$ cat config.mk
export PLATFORM = sky130hd
export DESIGN_NAME = uart_instruction_assembler
export DESIGN_NICKNAME = d
export VERILOG_FILES = /design/src/rtl/uart_instruction_assembler.sv
export SDC_FILE = /design/constraint.sdc
export NUM_CORES = 1
export LEC_CHECK = 0
export CORE_ASPECT_RATIO = 1.5
export CORE_MARGIN = 2
export CORE_UTILIZATION = 50
export DETAILED_ROUTE_END_ITERATION = 10
export HOLD_SLACK_MARGIN = 0.05
export PLACE_DENSITY = 0.73
export SYNTH_ARGS = -nofsm -noshare
export SYNTH_HDL_FRONTEND = slang
export SYNTH_SLANG_ARGS = --single-unit
$ cat constraint.sdc
create_clock -name clk -period 5.15 [get_ports clk]
set_clock_uncertainty 0.15 [all_clocks]
set_input_delay 1.545 -clock clk [delete_from_list [all_inputs] [get_ports clk]]
set_output_delay 1.545 -clock clk [all_outputs]
set_load 0.02 [all_outputs]
$ cat src/rtl/uart_instruction_assembler.sv
// uart_instruction_assembler: frames HEADER_BYTE + PAYLOAD_BYTES + XOR checksum into a 147-bit instruction
//   clk, rst          : clock, synchronous active-high reset
//   rx_data, rx_valid : byte stream from the UART receiver
//   fifo_full         : downstream FIFO cannot accept a write
//   instruction_valid : one-cycle write strobe, instruction valid with it
//   instruction       : assembled instruction, held until the next strobe
//   busy              : frame in progress or instruction pending
//   chk_err, timeout_err, overflow : sticky error flags, cleared by rst only
module uart_instruction_assembler #(
    parameter logic [7:0] HEADER_BYTE   = 8'hA5,
    parameter int         PAYLOAD_BYTES = 19,
    parameter int         TIMEOUT_CYC   = 100000
) (
    input  logic         clk,
    input  logic         rst,
    input  logic [7:0]   rx_data,
    input  logic         rx_valid,
    input  logic         fifo_full,
    output logic         instruction_valid,
    output logic [146:0] instruction,
    output logic         busy,
    output logic         chk_err,
    output logic         timeout_err,
    output logic         overflow
);
    localparam int CW = $clog2(PAYLOAD_BYTES + 1);
    localparam int TW = $clog2(TIMEOUT_CYC + 1);

    typedef enum logic [2:0] {IDLE, PAYLOAD, CHECK, EMIT, HOLD} state_t;

    state_t         state_q, state_d;
    logic [146:0]   sr_q, sr_d, instr_q, instr_d;
    logic [CW-1:0]  cnt_q, cnt_d;
    logic [7:0]     xor_q, xor_d;
    logic [TW-1:0]  to_q, to_d;
    logic           chk_err_q, chk_err_d, timeout_err_q, timeout_err_d, overflow_q, overflow_d;
    logic           start, shift, in_frame, timeout_hit, chk_ok;

    always_ff @(posedge clk) begin
        if (rst) begin
            state_q       <= IDLE;
            sr_q          <= '0;
            instr_q       <= '0;
            cnt_q         <= '0;
            xor_q         <= '0;
            to_q          <= '0;
            chk_err_q     <= 1'b0;
            timeout_err_q <= 1'b0;
            overflow_q    <= 1'b0;
        end else begin
            state_q       <= state_d;
            sr_q          <= sr_d;
            instr_q       <= instr_d;
            cnt_q         <= cnt_d;
            xor_q         <= xor_d;
            to_q          <= to_d;
            chk_err_q     <= chk_err_d;
            timeout_err_q <= timeout_err_d;
            overflow_q    <= overflow_d;
        end
    end

    always_comb begin
        start       = state_q == IDLE && rx_valid && rx_data == HEADER_BYTE;
        shift       = state_q == PAYLOAD && rx_valid;
        in_frame    = state_q == PAYLOAD || state_q == CHECK;
        timeout_hit = in_frame && !rx_valid && to_q == TW'(TIMEOUT_CYC - 1);
        chk_ok      = rx_data == xor_q;
    end

    always_comb begin
        state_d = state_q;
        unique case (state_q)
            IDLE:    state_d = start ? PAYLOAD : IDLE;
            PAYLOAD: state_d = shift ? (cnt_q == CW'(PAYLOAD_BYTES - 1) ? CHECK : PAYLOAD)
                                     : (timeout_hit ? IDLE : PAYLOAD);
            CHECK:   state_d = rx_valid ? (chk_ok ? (fifo_full ? HOLD : EMIT) : IDLE)
                                        : (timeout_hit ? IDLE : CHECK);
            EMIT:    state_d = IDLE;
            HOLD:    state_d = fifo_full ? HOLD : EMIT;
            default: state_d = IDLE;
        endcase
    end

    // The shift register keeps only the low 147 bits; the top 5 bits of P0 fall off the end.
    // The instruction register loads on entry to EMIT so the data is present with the strobe.
    always_comb begin
        sr_d          = shift ? {sr_q[138:0], rx_data} : sr_q;
        cnt_d         = start ? '0 : shift ? cnt_q + 1'b1 : cnt_q;
        xor_d         = start ? '0 : shift ? xor_q ^ rx_data : xor_q;
        to_d          = in_frame && !rx_valid ? to_q + 1'b1 : '0;
        instr_d       = state_d == EMIT ? sr_q : instr_q;
        chk_err_d     = chk_err_q | (state_q == CHECK && rx_valid && !chk_ok);
        timeout_err_d = timeout_err_q | timeout_hit;
        overflow_d    = overflow_q | (state_q == HOLD && rx_valid);
    end

    always_comb begin
        instruction_valid = state_q == EMIT;
        busy              = state_q != IDLE;
        instruction       = instr_q;
        chk_err           = chk_err_q;
        timeout_err       = timeout_err_q;
        overflow          = overflow_q;
    end
endmodule

==> summary.md, run 1 <==
| Metric | Value |
|---|---|
| Outcome | `finished, final reports clean` |
| DRC | `0` |
| Synth top area share | `47.1%` |
| P per Cell Area | `297 nW/um^2` |
| Share of cells above drive strength 1 | `5.19%` |
| Critical path capture point type | `output port` |
| Nets | `1,746` |
| Hold Crit Start | `to_q[0]$_SDFF_PP0_` |
| Critical-path cell list | `inv_1 > nor3_1 > clkdlybuf4s50_1` |
| # setup viols final | `0` |
| CTS Buf Count | `30` |
| Pins Over Slew Limit | `0` |
| Gate Count Post-Synth | `1,711` |
| Min-Delay Path Class | `register to register` |
| Measured slew at the worst slew-check pin | `1320 ps` |
| Post-DP HPWL | `22.8 mm` |
| Hold Path Depth | `1` |
| GPL Wtd Cong | `0.810` |
| Mapped cell area | `14,000 um^2` |
| Max_cap viols | `0` |
| Slowest cell on crit path | `clkdlybuf4s50_1` |
| Seq/Total Area, Yosys | `47.1%` |
| Critical R2R Launch | `state_q[0]$_SDFF_PP0_` |
| Die Footprint | `29,400 um^2` |
| Syn_area_per_cell | `8.20 um^2` |
| Finished Core Util | `59.7%` |
| Total track usage | `26.5%` |
| I/O pin count | `164` |
| Layout area overhead | `18.1%` |
| Syn_nets | `1,726` |
| Max IR drop VDD | `0.283 mV` |
| Clock transition at path regs | `60 ps` |
| Overall routed net length | `40.9 mm` |
| Die height | `209 um` |
| CP startpoint kind | `register` |
| Delay of the slowest cell on the worst path | `690 ps` |
| Yosys reg bits | `330` |
| Row count | `75` |
| Post-CTS setup buffer count | `0` |
| Yosys top cell by area | `dfxtp_1` |
| CTS tree | `yes` |
| Slew headroom | `12.3%` |
| Port Buffers | `163` |
| DR iter-0 viols | `1,544` |
| Flop-to-flop setup slack | `2320 ps` |
| Placed cell area | `15,600 um^2` |
| Final period utilization | `79.7%` |
| Fin crit period | `4100 ps` |
| CTS HTree Levels | `1` |
| GRT Residual Overflow | `0` |
| Core Box Area | `27,800 um^2` |
| Static Leak | `0.00475 uW` |
| Die width | `141 um` |
| Vias in the first global route | `12,500` |
| DRT Pass-1 Iters | `5` |
| CP required | `3460 ps` |
| Fmax | `0.244 GHz` |
| Multi-input gate area | `6540 um^2` |
| Synth Warn # | `0` |
| CTS Buffer Depth | `3` |
| Reg2Reg Depth | `5` |
| R2R Path End | `instruction[140]$_SDFFE_PP0N_` |
| Arr. time, crit path | `2410 ps` |
| Ys async rst share | `0%` |
| Clock sinks | `330` |
| Synth top area cells | `dfxtp_1 47%, nand2_1 12%, o311ai_1 7.5%, nand4_1 7.0%, a31oi_1 6.6%` |
| CP Max Fanout | `12` |
| Initial Util | `50.5%` |
| CTS Root Buffer Type | `clkbuf_16` |
| Yosys cell types | `42` |
| PostCTS Resize Cnt | `0` |
| Antenna violations before repair | `0` |
| Post-route ant nets | `0` |
| Synth cell count leaders | `451 x nand2_1, 330 x dfxtp_1, 157 x nand4_1` |
| Setup Crit Path Kind | `register to output port` |
| Sequential Area | `6610 um^2` |
| EDFF count, synth | `0` |
| # hold bufs at CTS | `0` |
| Via/cell ratio | `6.44` |
| Largest net degree at the start of global routing | `150` |
| Synth Flop Type | `dfxtp_1` |
| Setup tns final | `0 ps` |
| Vias after detailed routing | `13,500` |
| RSZ-0062 raised after global routing | `no` |
| Drt wl/cell | `19.5 um` |
| Hold EP | `to_q[0]$_SDFF_PP0_` |
| Worst skew pair latency | `560 ps` |
| Final hold violation count | `0` |
| Fill cells | `2,467` |
| Most common cell in the synthesized netlist | `nand2_1` |
| First-pass GRT wire length | `66.0 mm` |
| Final instance area | `16,600 um^2` |
| Power after layout | `4920 uW` |
-- routing by layer --
layer	track usage (%)	wire length [um]
met5	0	0
met3	3.07	2430
met1	36.0	17200
met2	43.1	19900
met4	10.8	1370
-- through the flow --
stage | setup slack [ps] | hold WS, ps | cells
after CTS | 1070 | 304 | 2098
after floorplan | 1950 | 263 | 1711
after global routing | 1000 | 336 | 2098
final | 1050 | 299 | 2099
after detailed placement | 715 | 291 | 2045
after global placement | 759 | 275 | 2045
-- final cells by class --
class | count | area share [%]
clock buffer | 39 | 5.17
sequential | 330 | 39.9
inverter | 6 | 0.136
clock inverter | 14 | 0.755
tap | 346 | 2.61
multi-input combinational | 1173 | 39.4
timing repair buffer | 190 | 12.0
antenna | 1 | 0.0151
-- worst max-delay path by stage --
stage / startpoint / endpoint / slack (ps) / depth (start not counted)
floorplan: rx_data[5] / instruction[144]$_SDFFE_PP0N_ / 1950 / 6
global placement: rx_data[1] / instruction[49]$_SDFFE_PP0N_ / 760 / 6
detailed placement: rx_data[4] / instruction[50]$_SDFFE_PP0N_ / 710 / 6
CTS: state_q[0]$_SDFF_PP0_ / instruction_valid / 1070 / 3
global route: state_q[0]$_SDFF_PP0_ / instruction_valid / 1000 / 3
finish: state_q[0]$_SDFF_PP0_ / instruction_valid / 1050 / 3
-- registers in the layout, summed over array words and instances, names as in the netlist --
signal       count
state_q          3
cnt_q            5
chk_err          1
instruction    147
overflow         1
to_q            17
timeout_err      1
sr_q           147
xor_q            8
-- logic make-up (layout without fill, tap and decap cells) --
| logic type | after synthesis | count (layout) | share of synthesized area (%) |
|---|---|---|---|
| and+or+nand+nor | 675 | 675 | 21.9 |
| AOI/OAI and AO/OA | 465 | 465 | 22.1 |
| DFF | 330 | 330 | 47.1 |
| buffers and inverters | 208 | 249 | 6.81 |
| xor gates and xnor gates | 30 | 30 | 1.87 |
| adders and majority gates | 3 | 3 | 0.268 |
| other | 0 | 1 | 0 |
-- worst max-delay path, delay by kind of cell (launching register included) --
family	cells	cell delay, ps
simple gates	1	380
flops	1	610
buf+inv	2	840
-- power by group --
group / internal, uW / switching [uW] / total, uW
logic: 23.4 / 91.1 / 115
clock network: 1270 / 986 / 2250
registers: 2550 / 0.190 / 2550
-- cells in the final DEF (no fill, tap or decap), types with 3 or more instances in the layout --
| cell | count |
|---|---|
| clkbuf_1 | 3 |
| nor4bb_1 | 5 |
| and3_1 | 4 |
| a21oi_1 | 155 |
| dfxtp_1 | 330 |
| xor2_1 | 27 |
| nand3_1 | 4 |
| o21ai_0 | 4 |
| or3_1 | 4 |
| clkinv_2 | 10 |
| o311ai_1 | 120 |
| buf_12 | 12 |
| ha_1 | 3 |
| clkbuf_16 | 31 |
| a31oi_1 | 149 |
| clkdlybuf4s50_1 | 162 |
| nor2_1 | 28 |
| o311ai_0 | 27 |
| buf_4 | 15 |
| clkbuf_8 | 5 |
| inv_1 | 6 |
| nand4_1 | 157 |
| xnor2_1 | 3 |
| nand2_1 | 451 |
No activity file was read; power rests on OpenSTA's default activity.
==> run 2: changes to the inputs <==
clock period = 4.01 ns   (was 5.15 ns; I/O delays follow)
==> run 2 against run 1 <==
  * Largest cell class unchanged
  * Setup slack worse by 780 ps
  * Sequential share of layout area decreased by 0.23 points
  * First-iteration DRC count grew 2.0%
  * Highest routed layer unchanged
  * Critical endpoint unchanged
==> summary.md, run 2 (synthesis results as in run 1) <==
| Metric | Value |
|---|---|
| Static Leak | `0.00479 uW (+0.80%)` |
| Antenna violations before repair | `0 (unchanged)` |
| Post-DP HPWL | `22.7 mm (-0.57%)` |
| DRC | `0 (unchanged)` |
| Max IR drop VDD | `0.322 mV (+14%)` |
| Comb pwr share | `2.3% (about the same)` |
| Via/cell ratio | `6.45 (+0.13%)` |
| Switch share | `22.2% (+0.33 points)` |
| Overall routed net length | `41.0 mm (+0.20%)` |
| CTS HTree Levels | `1 (unchanged)` |
| Layout area overhead | `18.8%` |
| Critical R2R Launch | `state_q[1]$_SDFF_PP0_` |
| CP startpoint kind | `register` |
| Nets | `1,746 (unchanged)` |
| CP Max Fanout | `12 (unchanged)` |
| CTS tree | `yes` |
| Hold Path Depth | `2 (+1)` |
| Placed cell area | `15,600 um^2 (+0.19%)` |
| Setup tns final | `0 ps (unchanged)` |
| Critical path capture point type | `output port` |
| Slowest cell on crit path | `clkdlybuf4s50_1` |
| I/O pin count | `164 (unchanged)` |
| Arr. time, crit path | `2390 ps (-20 ps)` |
| Ant diodes | `0 (-1)` |
| Delay of the slowest cell on the worst path | `700 ps (about the same)` |
| Hold EP | `sr_q[144]$_SDFFE_PP0N_` |
| Port Buffers | `163 (unchanged)` |
| Die width | `141 um (unchanged)` |
| RSZ-0062 raised after global routing | `no` |
| Total track usage | `26.6% (+0.073 points)` |
| Min-Delay Path Class | `register to register` |
| Finished Core Util | `60.0% (+0.35 points)` |
| Clock transition at path regs | `70 ps (about the same)` |
| DRT Pass-1 Iters | `5 (unchanged)` |
| GRT Residual Overflow | `0 (unchanged)` |
| Fmax | `0.267 GHz` |
| Die Footprint | `29,400 um^2 (unchanged)` |
| Leading cell types in the layout, fill and taps excluded | `451 x nand2_1, 330 x dfxtp_1, 162 x clkdlybuf4s50_1` |
| Fill cells | `2,468 (+0.041%)` |
| Row count | `75 (unchanged)` |
| # setup viols final | `0 (unchanged)` |
| CTS Buffer Depth | `3 (unchanged)` |
| Core Box Area | `27,800 um^2 (unchanged)` |
| Die height | `209 um (unchanged)` |
| Vias after detailed routing | `13,600 (+0.22%)` |
| Hold slack final | `326 ps (+26.4 ps)` |
| R2R Path End | `instruction[24]$_SDFFE_PP0N_` |
| CTS Buf Count | `31 (+3.3%)` |
| Worst skew pair latency | `570 ps (about the same)` |
| Clk pwr share | `47.2% (+1.4 points)` |
| Drt wl/cell | `19.5 um (+0.11%)` |
| Post-route ant nets | `0 (unchanged)` |
| Final instance area | `16,700 um^2 (+0.59%)` |
| Clock sinks | `330 (unchanged)` |
| PostCTS Resize Cnt | `0 (unchanged)` |
| First-pass GRT wire length | `65.8 mm (-0.23%)` |
| Most common cell after layout, fill and taps aside | `nand2_1` |
| Internal Power | `5050 uW (+31%)` |
| Slew headroom | `30.2% (+18 points)` |
| DR iter-0 viols | `1,575 (+2.0%)` |
| Post-CTS setup buffer count | `0 (unchanged)` |
| Measured slew at the worst slew-check pin | `1050 ps (-268 ps)` |
| Reg2Reg Depth | `5 (unchanged)` |
| P per Cell Area | `390 nW/um^2 (+31%)` |
| Fin crit period | `3740 ps` |
| # hold bufs at CTS | `0 (unchanged)` |
| Share of cells above drive strength 1 | `5.36% (+0.16 points)` |
| Outcome | `finished, final reports clean` |
| Switching power | `1440 uW (+34%)` |
| Flop-to-flop setup slack | `1550 ps (-770 ps)` |
| Pins Over Slew Limit | `0 (unchanged)` |
| CP required | `2660 ps (-800 ps)` |
| Share of power burned in registers | `50.5% (-1.4 points)` |
| Vias in the first global route | `12,400 (-1.3%)` |
| Critical-path cell list | `inv_1 > nor3_1 > clkdlybuf4s50_1` |
| Largest net degree at the start of global routing | `152 (+1.3%)` |
| Max_cap viols | `0 (unchanged)` |
| GPL Wtd Cong | `0.807 (-0.37%)` |
| Final hold violation count | `0 (unchanged)` |
| Initial Util | `50.5% (unchanged)` |
| CTS Root Buffer Type | `clkbuf_16` |
| Hold Crit Start | `sr_q[144]$_SDFFE_PP0N_` |
| Setup Crit Path Kind | `register to output port` |
| Final period utilization | `93.4%` |
run 2: cell types whose count changed in the layout (fill, tap and decap cells not counted), sizes merged:
cell,change
clkbuf,-2
buf,-1
diode,-1
bufinv,+2
clkinv,+1
inv,+3
run 2: cell type report:
class | instances | area, um^2 | area share [%]
flip-flops and latches | 330 | 6610 | 39.6
multi-input cells | 1173 | 6540 | 39.2
repair buffers | 189 | 2020 | 12.1
clock buffers | 37 | 828 | 4.97
well taps | 346 | 433 | 2.60
clock inverters | 20 | 223 | 1.34
inverters | 6 | 22.5 | 0.135
run 2: through the flow:
step / instances / power [uW] / setup WS, ps
6_report: 2101 / 6490 / 266
5_1_grt: 2101 / 6660 / 180
4_1_cts: 2101 / 6520 / 286
3_5_place_dp: 2044 / 3500 / 251
3_3_place_gp: 2044 / 3500 / 306
2_1_floorplan: 1711 / 3450 / 1150
run 2: worst max path at each step:
stage	slack, ps	startpoint	depth (start not counted)	endpoint
6_report	270	state_q[0]$_SDFF_PP0_	3	instruction_valid
5_1_grt	180	state_q[0]$_SDFF_PP0_	3	instruction_valid
4_1_cts	290	state_q[0]$_SDFF_PP0_	3	instruction_valid
3_5_place_dp	250	rx_data[6]	6	instruction[24]$_SDFFE_PP0N_
3_3_place_gp	310	rx_data[6]	6	instruction[146]$_SDFFE_PP0N_
2_1_floorplan	1150	rx_data[5]	6	instruction[144]$_SDFFE_PP0N_
run 2: power by group through the flow:
stage	combinational [uW]	clock [uW]	sequential (uW)
global placement	146	0	3350
CTS	147	3100	3280
floorplan	102	0	3350
detailed placement	146	0	3350
global route	157	3230	3270
finish	149	3070	3280
run 2: routing by layer:
layer | vias up | global-route usage [%] | share of wire (%)
li1 | 6346 | - | -
met1 | 6576 | 35.9 | 41
met2 | 551 | 44.1 | 50
met3 | 81 | 2.61 | 5.9
met4 | 0 | 10.2 | 3.4
met5 | - | 0 | 0
run 2: worst max-delay path: cells and delay by family (launching register included):
kind          cells  cell delay [ps]
buf+inv           2              830
flops             1              610
simple gates      1              390
